[src/rtl/fifo_wr_arbiter_if.sv]
// Write-side bundle between NREQ valid/ready sources, the arbiter and the FIFO write port.
// The master modport is the arbiter's view; slave is the sources/FIFO side.
interface fifo_wr_arbiter_if #(
    parameter int NREQ  = 4,
    parameter int DSIZE = 8,
    parameter int ASIZE = 10,
    parameter int IDW   = $clog2(NREQ)
);
    logic [NREQ-1:0]       req_valid;
    logic [NREQ*DSIZE-1:0] req_data;
    logic [NREQ-1:0]       req_last;
    logic [NREQ-1:0]       req_ready;
    logic                  f_wen;
    logic [IDW+DSIZE-1:0]  f_wdata;
    logic                  f_full;
    logic [ASIZE-1:0]      f_wuse;

    modport master (
        input  req_valid, req_data, req_last, f_full, f_wuse,
        output req_ready, f_wen, f_wdata
    );

    modport slave (
        output req_valid, req_data, req_last, f_full, f_wuse,
        input  req_ready, f_wen, f_wdata
    );
endinterface

[src/rtl/fifo_wr_arbiter.sv]
// Round-robin burst arbiter sharing one FIFO write port among NREQ sources.
// Each written word is tagged with its source ID in the upper IDW bits.
module fifo_wr_arbiter #(
    parameter int NREQ  = 4,
    parameter int DSIZE = 8,
    parameter int ASIZE = 10,
    parameter int BURST = 16
) (
    input  logic              wclk,
    input  logic              rst_n,
    fifo_wr_arbiter_if.master bus,
    output logic [NREQ-1:0]   grant,
    output logic              busy
);
    localparam int IDW = $clog2(NREQ);
    localparam int CW  = $clog2(BURST + 1);
    localparam logic [ASIZE:0] DEPTH_W = {1'b1, {ASIZE{1'b0}}};
    localparam logic [ASIZE:0] BURST_W = (ASIZE+1)'(BURST);

    typedef enum logic {IDLE, XFER} state_t;

    state_t          state, state_nx;
    logic [IDW-1:0]  owner, rr, pick, cand;
    logic            pick_ok, space_ok, beat_acc, burst_end;
    logic [CW-1:0]   beat_cnt;

    // Pessimistic: f_wuse lags reads, so a full burst must fit against the stale count.
    assign space_ok = (({1'b0, bus.f_wuse} + BURST_W) <= DEPTH_W);
    assign beat_acc = bus.f_wen;

    always_ff @(posedge wclk or negedge rst_n) begin
        if (!rst_n) begin
            state    <= IDLE;
            grant    <= '0;
            rr       <= IDW'(NREQ - 1);
            owner    <= '0;
            beat_cnt <= '0;
        end else begin
            state <= state_nx;
            case (state)
                IDLE: if (state_nx == XFER) begin
                    owner    <= pick;
                    grant    <= NREQ'(1) << pick;
                    beat_cnt <= '0;
                end
                XFER: begin
                    if (burst_end) begin
                        rr    <= owner;
                        grant <= '0;
                    end else if (beat_acc) begin
                        beat_cnt <= beat_cnt + 1'b1;
                    end
                end
                default: ;
            endcase
        end
    end

    // First valid source after the last-served one, wrapping.
    always_comb begin
        pick    = '0;
        pick_ok = 1'b0;
        cand    = '0;
        for (int unsigned i = 1; i <= NREQ; i++) begin
            cand = IDW'((32'(rr) + i) % NREQ);
            if (!pick_ok && bus.req_valid[cand]) begin
                pick    = cand;
                pick_ok = 1'b1;
            end
        end
        burst_end = beat_acc && (bus.req_last[owner] || (beat_cnt == CW'(BURST - 1)));
        state_nx  = state;
        case (state)
            IDLE:    if (pick_ok && space_ok) state_nx = XFER;
            XFER:    if (burst_end) state_nx = IDLE;
            default: state_nx = IDLE;
        endcase
    end

    always_comb begin
        bus.req_ready = '0;
        bus.f_wen     = 1'b0;
        busy          = (state == XFER);
        if (state == XFER) begin
            bus.req_ready[owner] = ~bus.f_full;
            bus.f_wen            = bus.req_valid[owner] & ~bus.f_full;
        end
        bus.f_wdata = {owner, bus.req_data[owner*DSIZE +: DSIZE]};
    end
endmodule

[src/flat_wrapper.sv]
// flat-port wrapper written by rule: the top's interface ports become plain ports
module fifo_wr_arbiter_flat 
#(
    parameter int NREQ  = 4,
    parameter int DSIZE = 8,
    parameter int ASIZE = 10,
    parameter int BURST = 16
)
  (wclk, rst_n, grant, busy, bus_req_valid, bus_req_data, bus_req_last, bus_f_full, bus_f_wuse, bus_req_ready, bus_f_wen, bus_f_wdata);
  fifo_wr_arbiter_if #(.NREQ(NREQ), .DSIZE(DSIZE), .ASIZE(ASIZE), .IDW((2))) bus_i ();
  input  logic wclk;
  input  logic rst_n;
  output logic [NREQ-1:0] grant;
  output logic busy;
  input wire logic [$bits(bus_i.req_valid)-1:0] bus_req_valid;
  input wire logic [$bits(bus_i.req_data)-1:0] bus_req_data;
  input wire logic [$bits(bus_i.req_last)-1:0] bus_req_last;
  input wire logic [$bits(bus_i.f_full)-1:0] bus_f_full;
  input wire logic [$bits(bus_i.f_wuse)-1:0] bus_f_wuse;
  output wire logic [$bits(bus_i.req_ready)-1:0] bus_req_ready;
  output wire logic [$bits(bus_i.f_wen)-1:0] bus_f_wen;
  output wire logic [$bits(bus_i.f_wdata)-1:0] bus_f_wdata;
  assign bus_i.req_valid = bus_req_valid;
  assign bus_i.req_data = bus_req_data;
  assign bus_i.req_last = bus_req_last;
  assign bus_i.f_full = bus_f_full;
  assign bus_i.f_wuse = bus_f_wuse;
  assign bus_req_ready = bus_i.req_ready;
  assign bus_f_wen = bus_i.f_wen;
  assign bus_f_wdata = bus_i.f_wdata;
  fifo_wr_arbiter #(.NREQ(NREQ), .DSIZE(DSIZE), .ASIZE(ASIZE), .BURST(BURST)) u_core (.wclk(wclk), .rst_n(rst_n), .bus(bus_i), .grant(grant), .busy(busy));
endmodule
[config.mk]
export PLATFORM = sky130hd
export DESIGN_NAME = fifo_wr_arbiter_flat
export DESIGN_NICKNAME = d
export VERILOG_FILES = /design/src/rtl/fifo_wr_arbiter_if.sv /design/src/rtl/fifo_wr_arbiter.sv /design/src/flat_wrapper.sv
export SDC_FILE = /design/constraint.sdc
export NUM_CORES = 1
export LEC_CHECK = 0
export CAP_MARGIN = 0
export CORE_AREA = 2 2 72 47
export CTS_BUF_LIST = sky130_fd_sc_hd__clkbuf_8 sky130_fd_sc_hd__clkbuf_16
export CTS_CLUSTER_DIAMETER = 60
export DETAILED_ROUTE_END_ITERATION = 6
export DIE_AREA = 0 0 74 49
export PLACE_DENSITY = 0.88
export SETUP_SLACK_MARGIN = 0.05
export SLEW_MARGIN = 20
export SYNTH_ARGS = -nofsm -noshare
export SYNTH_HDL_FRONTEND = slang
export SYNTH_SLANG_ARGS = --single-unit
[constraint.sdc]
create_clock -name wclk -period 2.9 [get_ports wclk]
set_input_delay 0.435 -clock wclk [delete_from_list [all_inputs] [get_ports wclk]]
set_output_delay 0.435 -clock wclk [all_outputs]
set_load 0.1 [all_outputs]
==> flow_summary.toml, run 1 <==
[detailed_routing]
top_layer = "met4"
wl_per_cell_um = 15.5
drc = 0
vias_per_cell = 5.13
dr_wl_met2_um = 1620
drt-total-wl_um = 3250
wl_met1_um = 1310
via_count = 1078
drt_first_pass_iters = 4
ant_nets = 0
routed-wl-met3_um = 284
drtIter0Drc = 52

[worst_setup_path]
crit_slowest_cell = "dfrtp_1"
max_stage_delay_ns = 0.81
critPathLaunchType = "register"
crit_path_end_kind = "output port"
r2r_start = "u_core.owner[0]$_DFFE_PN0P_"
worstSetupPathType = "register to output port"
crit_path_cell_trace = "nand3b_1 > o22ai_4 > buf_12"
worst_ep_required_time_ns = 2.47
crit_start = "u_core.owner[0]$_DFFE_PN0P_"
critPathArrivalTime_ns = 2.00
worstPathMaxFanout = 15

[global_route]
grt_overflow = 0
grt_pass1_vias = 1069
grt_max_degree = 19
grt_use_total_pct = 18.0
grt_pass1_wl_um = 4930
antenna_found_initial = 0

[power]
combPwrFrac_pct = 73.2
clkPwrFrac_pct = 8.4
p_leak_nw = 0.793
seqPwrFrac_pct = 18.3
switching_share_pct = 60.2
p_int_mw = 0.895
vdd_drop_max_mv = 0.522
power_switching_mw = 1.35
pwr_density_cell_mw_per_mm2 = 1200

[timing]
setup_viol = 0
fmax_ghz = 0.411
clock_skew_ns = 0.00348
finalCriticalPeriod_ns = 2.43
tns_ns = 0
rsz0062_at_grt = "false"
worstMarginPinSlew_ns = 0.728
relSlewSlack_pct = 51.5
slew_viol_final = 0
hold_viol_final = 0
post-route-period-util_pct = 83.9

[cts]
cts_inserted_buffers = 3
cts_tree = "yes"
cts_buffer_depth = 2
cts_resized = 0
insertion_delay_ns = 0.25
cts.htree.levels = 1
clkTransAtPathRegs_ns = 0.05
clkSinkCount = 14
cts_hold_buffers = 0
cts_setup_buffers = 0
cts_root_buf = "clkbuf_8"

[min_path]
hp-start = "u_core.beat_cnt[3]$_DFFE_PN0P_"
hold_class = "register to register"

[floorplanning]
io_pins = 73
std_cell_rows = 16
die_w_um = 74
die_area_mm2 = 0.00363
start_util_pct = 35.4
die_y_um = 49
core_area_mm2 = 0.00302

[logic_synthesis]
ys_async_sr_fraction_pct = 100
synth.top_cell.area_share_pct = 28.0
yosys-top-cells-area = "dfrtp_1, mux4_2, mux2i_1"
yosys.area.top_type = "dfrtp_1"
synth_edf_count = 0
synth_cells = 93
syn-cell-area_mm2 = 0.00107
ys_seq_area_share_pct = 32.9
yosys_warnings = 0
syn_avg_cell_area_um2 = 11.5
synth_nets = 148
synth.distinct_cells = 40
ys_ff_latch = 14
synth-main-ff-cell = "dfrtp_1"

[placement]
dp_cells = 206
io_buffer_count = 72
dp.final_hpwl_um = 2660
gp_congestion = 0.852

[finish]
fin_nets = 221
syn_to_final_growth_pct = 74.9
n_antenna_cell = 0
final-instance-count-excl-fill = 210
drive_gt1_share_pct = 28.5
multiInputGateArea_um2 = 682
nFillCells = 230
seq_area_um2 = 353

[outcome]
status = "finished clean"

[run]
maxCapViolCount = 0
## power groups by stage
stage	clock network, mW	logic, mW	registers [mW]
finish	0.189	1.64	0.411
global route	0.206	1.70	0.428
CTS	0.195	1.65	0.408
detailed placement	0	1.65	0.411
global placement	0	1.63	0.404
floorplan	0	1.06	0.630
## through the flow
step | hold WS, ns | area [um2] | power (mW) | utilization (%) | setup slack, ns
after detailed placement | 0.496 | 1820 | 2.06 | 60.1 | 0.624
after global routing | 0.527 | 1870 | 2.34 | 62.0 | 0.312
final | 0.507 | 1870 | 2.25 | 62.0 | 0.466
after CTS | 0.509 | 1870 | 2.25 | 62.0 | 0.442
after floorplan | 0.139 | 1080 | 1.69 | - | -0.0298
after global placement | 0.459 | 1820 | 2.03 | 60.1 | 0.681
## layout make-up
cell class / count / area share, %
flip-flops and latches: 14 / 18.8
repair buffers: 72 / 37.8
well taps: 45 / 3.01
clock buffers: 4 / 2.94
multi-input cells: 70 / 36.4
inverters: 5 / 1.00
## metal layers
| metal | up-vias | global-route usage (%) |
|---|---|---|
| li1 | 503 | - |
| met1 | 525 | 22.1 |
| met2 | 44 | 30.4 |
| met3 | 6 | 4.96 |
| met4 | 0 | 5.76 |
| met5 | - | 0 |
## worst max-delay path, delay by kind of cell, from the launching register on
kind / cells / cell delay [ns]
compound gates: 1 / 0.40
buf+inv: 1 / 0.22
flops: 1 / 0.81
simple gates: 1 / 0.32
## worst paths after layout
| kind | to | slack (ns) | depth (start not counted) |
|---|---|---|---|
| setup / recovery | bus_f_wen | 0.47 | 3 |
| hold / removal | u_core.beat_cnt[3]$_DFFE_PN0P_ | 0.51 | 1 |
| setup reg to reg | u_core.beat_cnt[0]$_DFFE_PN0P_ | 0.81 | 4 |
| hold reg to reg | u_core.beat_cnt[3]$_DFFE_PN0P_ | 0.51 | 1 |
| max in group asynchronous | u_core.grant[0]$_DFFE_PN0P_ | 1.92 | 1 |
| min in group asynchronous | u_core.beat_cnt[1]$_DFFE_PN0P_ | 0.58 | 1 |
## registers in the layout, summed over array words and instances (netlist names)
signal           count
u_core.beat_cnt      5
u_core.grant         4
u_core.owner         2
u_core.rr            2
u_core.busy          1
## cell usage after synthesis, drive strengths merged, types with 2 or more instances
library cell,count
a32o,4
ha,2
o21ai,5
o22ai,2
mux2,2
mux4,8
inv,5
nor2,6
nand3,3
buf,3
nand2,7
and3,2
nor2b,2
dfstp,2
dfrtp,12
mux2i,9
## cells by family (layout without fill, tap and decap cells)
| kind of cell | Yosys count | after routing | synth area share (%) |
|---|---|---|---|
| and+or+nand+nor | 29 | 29 | 15.7 |
| muxes | 19 | 19 | 28.0 |
| DFF | 14 | 14 | 32.9 |
| AOI/OAI and AO/OA | 20 | 20 | 16.7 |
| buffers and inverters | 9 | 81 | 4.32 |
| adders and majority gates | 2 | 2 | 2.34 |
## layout by cell type, fill, tap and decap left out, types with 2 or more instances in the layout
master	netlist	final
and3_1	2	2
clkdlybuf4s50_1	0	52
mux2_4	2	2
nor2_2	0	4
o21ai_0	4	4
clkbuf_8	0	4
nand2_1	6	6
ha_1	2	2
dfrtp_1	12	12
dfstp_2	2	2
inv_1	5	5
mux4_2	8	8
nor2_1	6	2
a32o_1	4	4
buf_4	1	17
buf_12	0	3
nor2b_1	2	2
nand3_1	3	3
mux2i_1	9	9
No activity file was read; power rests on OpenSTA's default activity.
==> run 2, diff against run 1 <==
--- a/config.mk
+++ b/config.mk
@@ -6,12 +6,12 @@
 export NUM_CORES = 1
 export LEC_CHECK = 0
 export CAP_MARGIN = 0
-export CORE_AREA = 2 2 72 47
+export CORE_AREA = 2 2 75 48
 export CTS_BUF_LIST = sky130_fd_sc_hd__clkbuf_8 sky130_fd_sc_hd__clkbuf_16
 export CTS_CLUSTER_DIAMETER = 60
 export DETAILED_ROUTE_END_ITERATION = 6
-export DIE_AREA = 0 0 74 49
-export PLACE_DENSITY = 0.88
+export DIE_AREA = 0 0 77 50
+export PLACE_DENSITY = 0.84
 export SETUP_SLACK_MARGIN = 0.05
 export SLEW_MARGIN = 20
 export SYNTH_ARGS = -nofsm -noshare
==> constraint.sdc (replaced) <==
create_clock -name wclk -period 2.25 [get_ports wclk]
set_input_delay 0.3375 -clock wclk [delete_from_list [all_inputs] [get_ports wclk]]
set_output_delay 0.3375 -clock wclk [all_outputs]
set_load 0.1 [all_outputs]
==> flow_summary.toml, run 2 (same netlist as run 1, synthesis figures left out) <==
[detailed_routing]
ant_nets = 0
vias_per_cell = 5.13
drt_first_pass_iters = 4
drtIter0Drc = 27
via_count = 1107
wl_per_cell_um = 17.0
drc = 0
drt-total-wl_um = 3680

[worst_setup_path]
worstSetupPathType = "register to output port"
rrSetupSlack_ns = 0.26
reg2reg_depth = 5
worst_ep_required_time_ns = 1.91
crit_slowest_cell = "dfrtp_4"
cp_num_buf_inv = 1
worstPathMaxFanout = 15
path_delay_family = "flip-flops"
crit_path_end_kind = "output port"
max_stage_delay_ns = 0.58
r2r_start = "u_core.owner[0]$_DFFE_PN0P_"
critPathArrivalTime_ns = 1.74
r2r-end = "u_core.beat_cnt[4]$_DFFE_PN0P_"
crit_path_cell_trace = "or3b_4 > o22ai_4 > buf_12"
critPathLaunchType = "register"

[min_path]
hold_class = "input port to asynchronous set/reset pin"

[finish]
largest_reg_flops = 5
fin_nets = 227
syn_to_final_growth_pct = 93.2
multiInputGateArea_um2 = 697
nFillCells = 260
final_common_cell = "clkdlybuf4s50_1"
seq_area_um2 = 364
reg_top3 = "u_core.beat_cnt x5, u_core.grant x4"
post-route-util_pct = 65.4
drive_gt1_share_pct = 32.7
regMostFlops = "u_core.beat_cnt"
final_cell_mix = "clkdlybuf4s50_1, buf_12, buf_4"
n_antenna_cell = 0

[power]
p_leak_nw = 0.864
vdd_drop_max_mv = 1.05
power.total_mw = 3.24
pwr_density_cell_mw_per_mm2 = 1570

[placement]
dp.final_hpwl_um = 3050
io_buffer_count = 72
gp_congestion = 0.885
dp_slack_ns = 0.0966

[global_route]
grt_overflow = 0
grt_max_degree = 19
antenna_found_initial = 0
grt_pass1_wl_um = 6170
grt_use_total_pct = 20.3
grt_pass1_vias = 1212

[floorplanning]
die_y_um = 50
io_pins = 73
start_util_pct = 33.9
die_area_mm2 = 0.00385
std_cell_rows = 16
core_area_mm2 = 0.00316
die_w_um = 77

[timing]
clock_skew_ns = 0.0104
fmax_ghz = 0.482
setup_viol = 0
tns_ns = 0
fin_ws_ns = 0.176
rsz0062_at_grt = "false"
relSlewSlack_pct = 57.9
slew_viol_final = 0
worstMarginPinSlew_ns = 0.630
finalCriticalPeriod_ns = 2.07
hold_ws_ns = 0.484
hold_viol_final = 0
post-route-period-util_pct = 92.2

[outcome]
status = "finished clean"

[cts]
cts_buffer_depth = 2
insertion_delay_ns = 0.25
cts_tree = "yes"
cts_inserted_buffers = 3
clkTransAtPathRegs_ns = 0.06
clkSinkCount = 14
cts.htree.levels = 1
cts_root_buf = "clkbuf_8"
cts_resized = 0

[run]
maxCapViolCount = 0
==> run 2: changes by cell type in the layout (fill, tap and decap cells not counted) <==
cell | previous run | this run
dfrtp_4 | 0 | 3
buf_12 | 3 | 13
nor2_4 | 0 | 3
dfrtp_1 | 12 | 9
buf_4 | 17 | 13
nor2_2 | 4 | 1
==> run 2: final cells by class <==
class	instances	area share (%)
clock buffer	4	2.66
inverter	5	0.907
multi-input combinational	70	33.7
sequential	14	17.6
tap	45	2.72
timing repair buffer	78	42.4
==> run 2: report_power, final <==
group          total, mW  switching [mW]  internal (mW)
Sequential         0.549           0.182          0.367
Clock              0.242          0.0875          0.155
Combinational       2.45            1.55          0.895
==> run 2: worst max-delay path by stage <==
stage | start | endpoint | slack (ns) | cells after the start
floorplan | u_core.owner[0]$_DFFE_PN0P_ | u_core.beat_cnt[0]$_DFFE_PN0P_ | -0.04 | 4
finish | u_core.owner[0]$_DFFE_PN0P_ | bus_f_wen | 0.18 | 3
detailed placement | bus_req_valid[2] | u_core.grant[0]$_DFFE_PN0P_ | 0.1 | 5
global placement | bus_req_valid[2] | u_core.grant[0]$_DFFE_PN0P_ | 0.15 | 5
global route | u_core.owner[0]$_DFFE_PN0P_ | bus_f_wen | 0.11 | 3
CTS | u_core.owner[0]$_DFFE_PN0P_ | bus_f_wen | 0.12 | 3
==> run 2: stage by stage <==
stage	cell area, um2	instances
global placement	1990	209
finish	2070	216
global route	2070	216
detailed placement	1990	209
floorplan	1110	93
CTS	2050	213
==> run 2: metal layers <==
| metal | wire (um) | vias to the layer above | GRT usage (%) |
|---|---|---|---|
| met4 | 0 | 0 | 2.98 |
| li1 | - | 515 | - |
| met3 | 275 | 0 | 5.86 |
| met2 | 1840 | 53 | 37.4 |
| met5 | 0 | - | 0 |
| met1 | 1560 | 539 | 24.2 |
==> run 2: worst reg2reg max path: stages (launching register included) <==
cell	delay (ns)
dfrtp_4	0.58
or3b_4	0.46
o22ai_4	0.25
buf_4	0.17
mux2i_1	0.30
o22ai_1	0.13
==> run 2: what timing repair did <==
action                                  CTS  global route
hold buffers                              0             0
endpoints found under the setup margin    0             1
buffers inserted                          0             3
==> run 3, diff against run 2 <==
--- a/config.mk
+++ b/config.mk
@@ -5,7 +5,7 @@
 export SDC_FILE = /design/constraint.sdc
 export NUM_CORES = 1
 export LEC_CHECK = 0
-export CAP_MARGIN = 0
+export CAP_MARGIN = 20
 export CORE_AREA = 2 2 75 48
 export CTS_BUF_LIST = sky130_fd_sc_hd__clkbuf_8 sky130_fd_sc_hd__clkbuf_16
 export CTS_CLUSTER_DIAMETER = 60
==> results of run 3 <==
Final layout, timing and power as in run 2 (identical DEF).
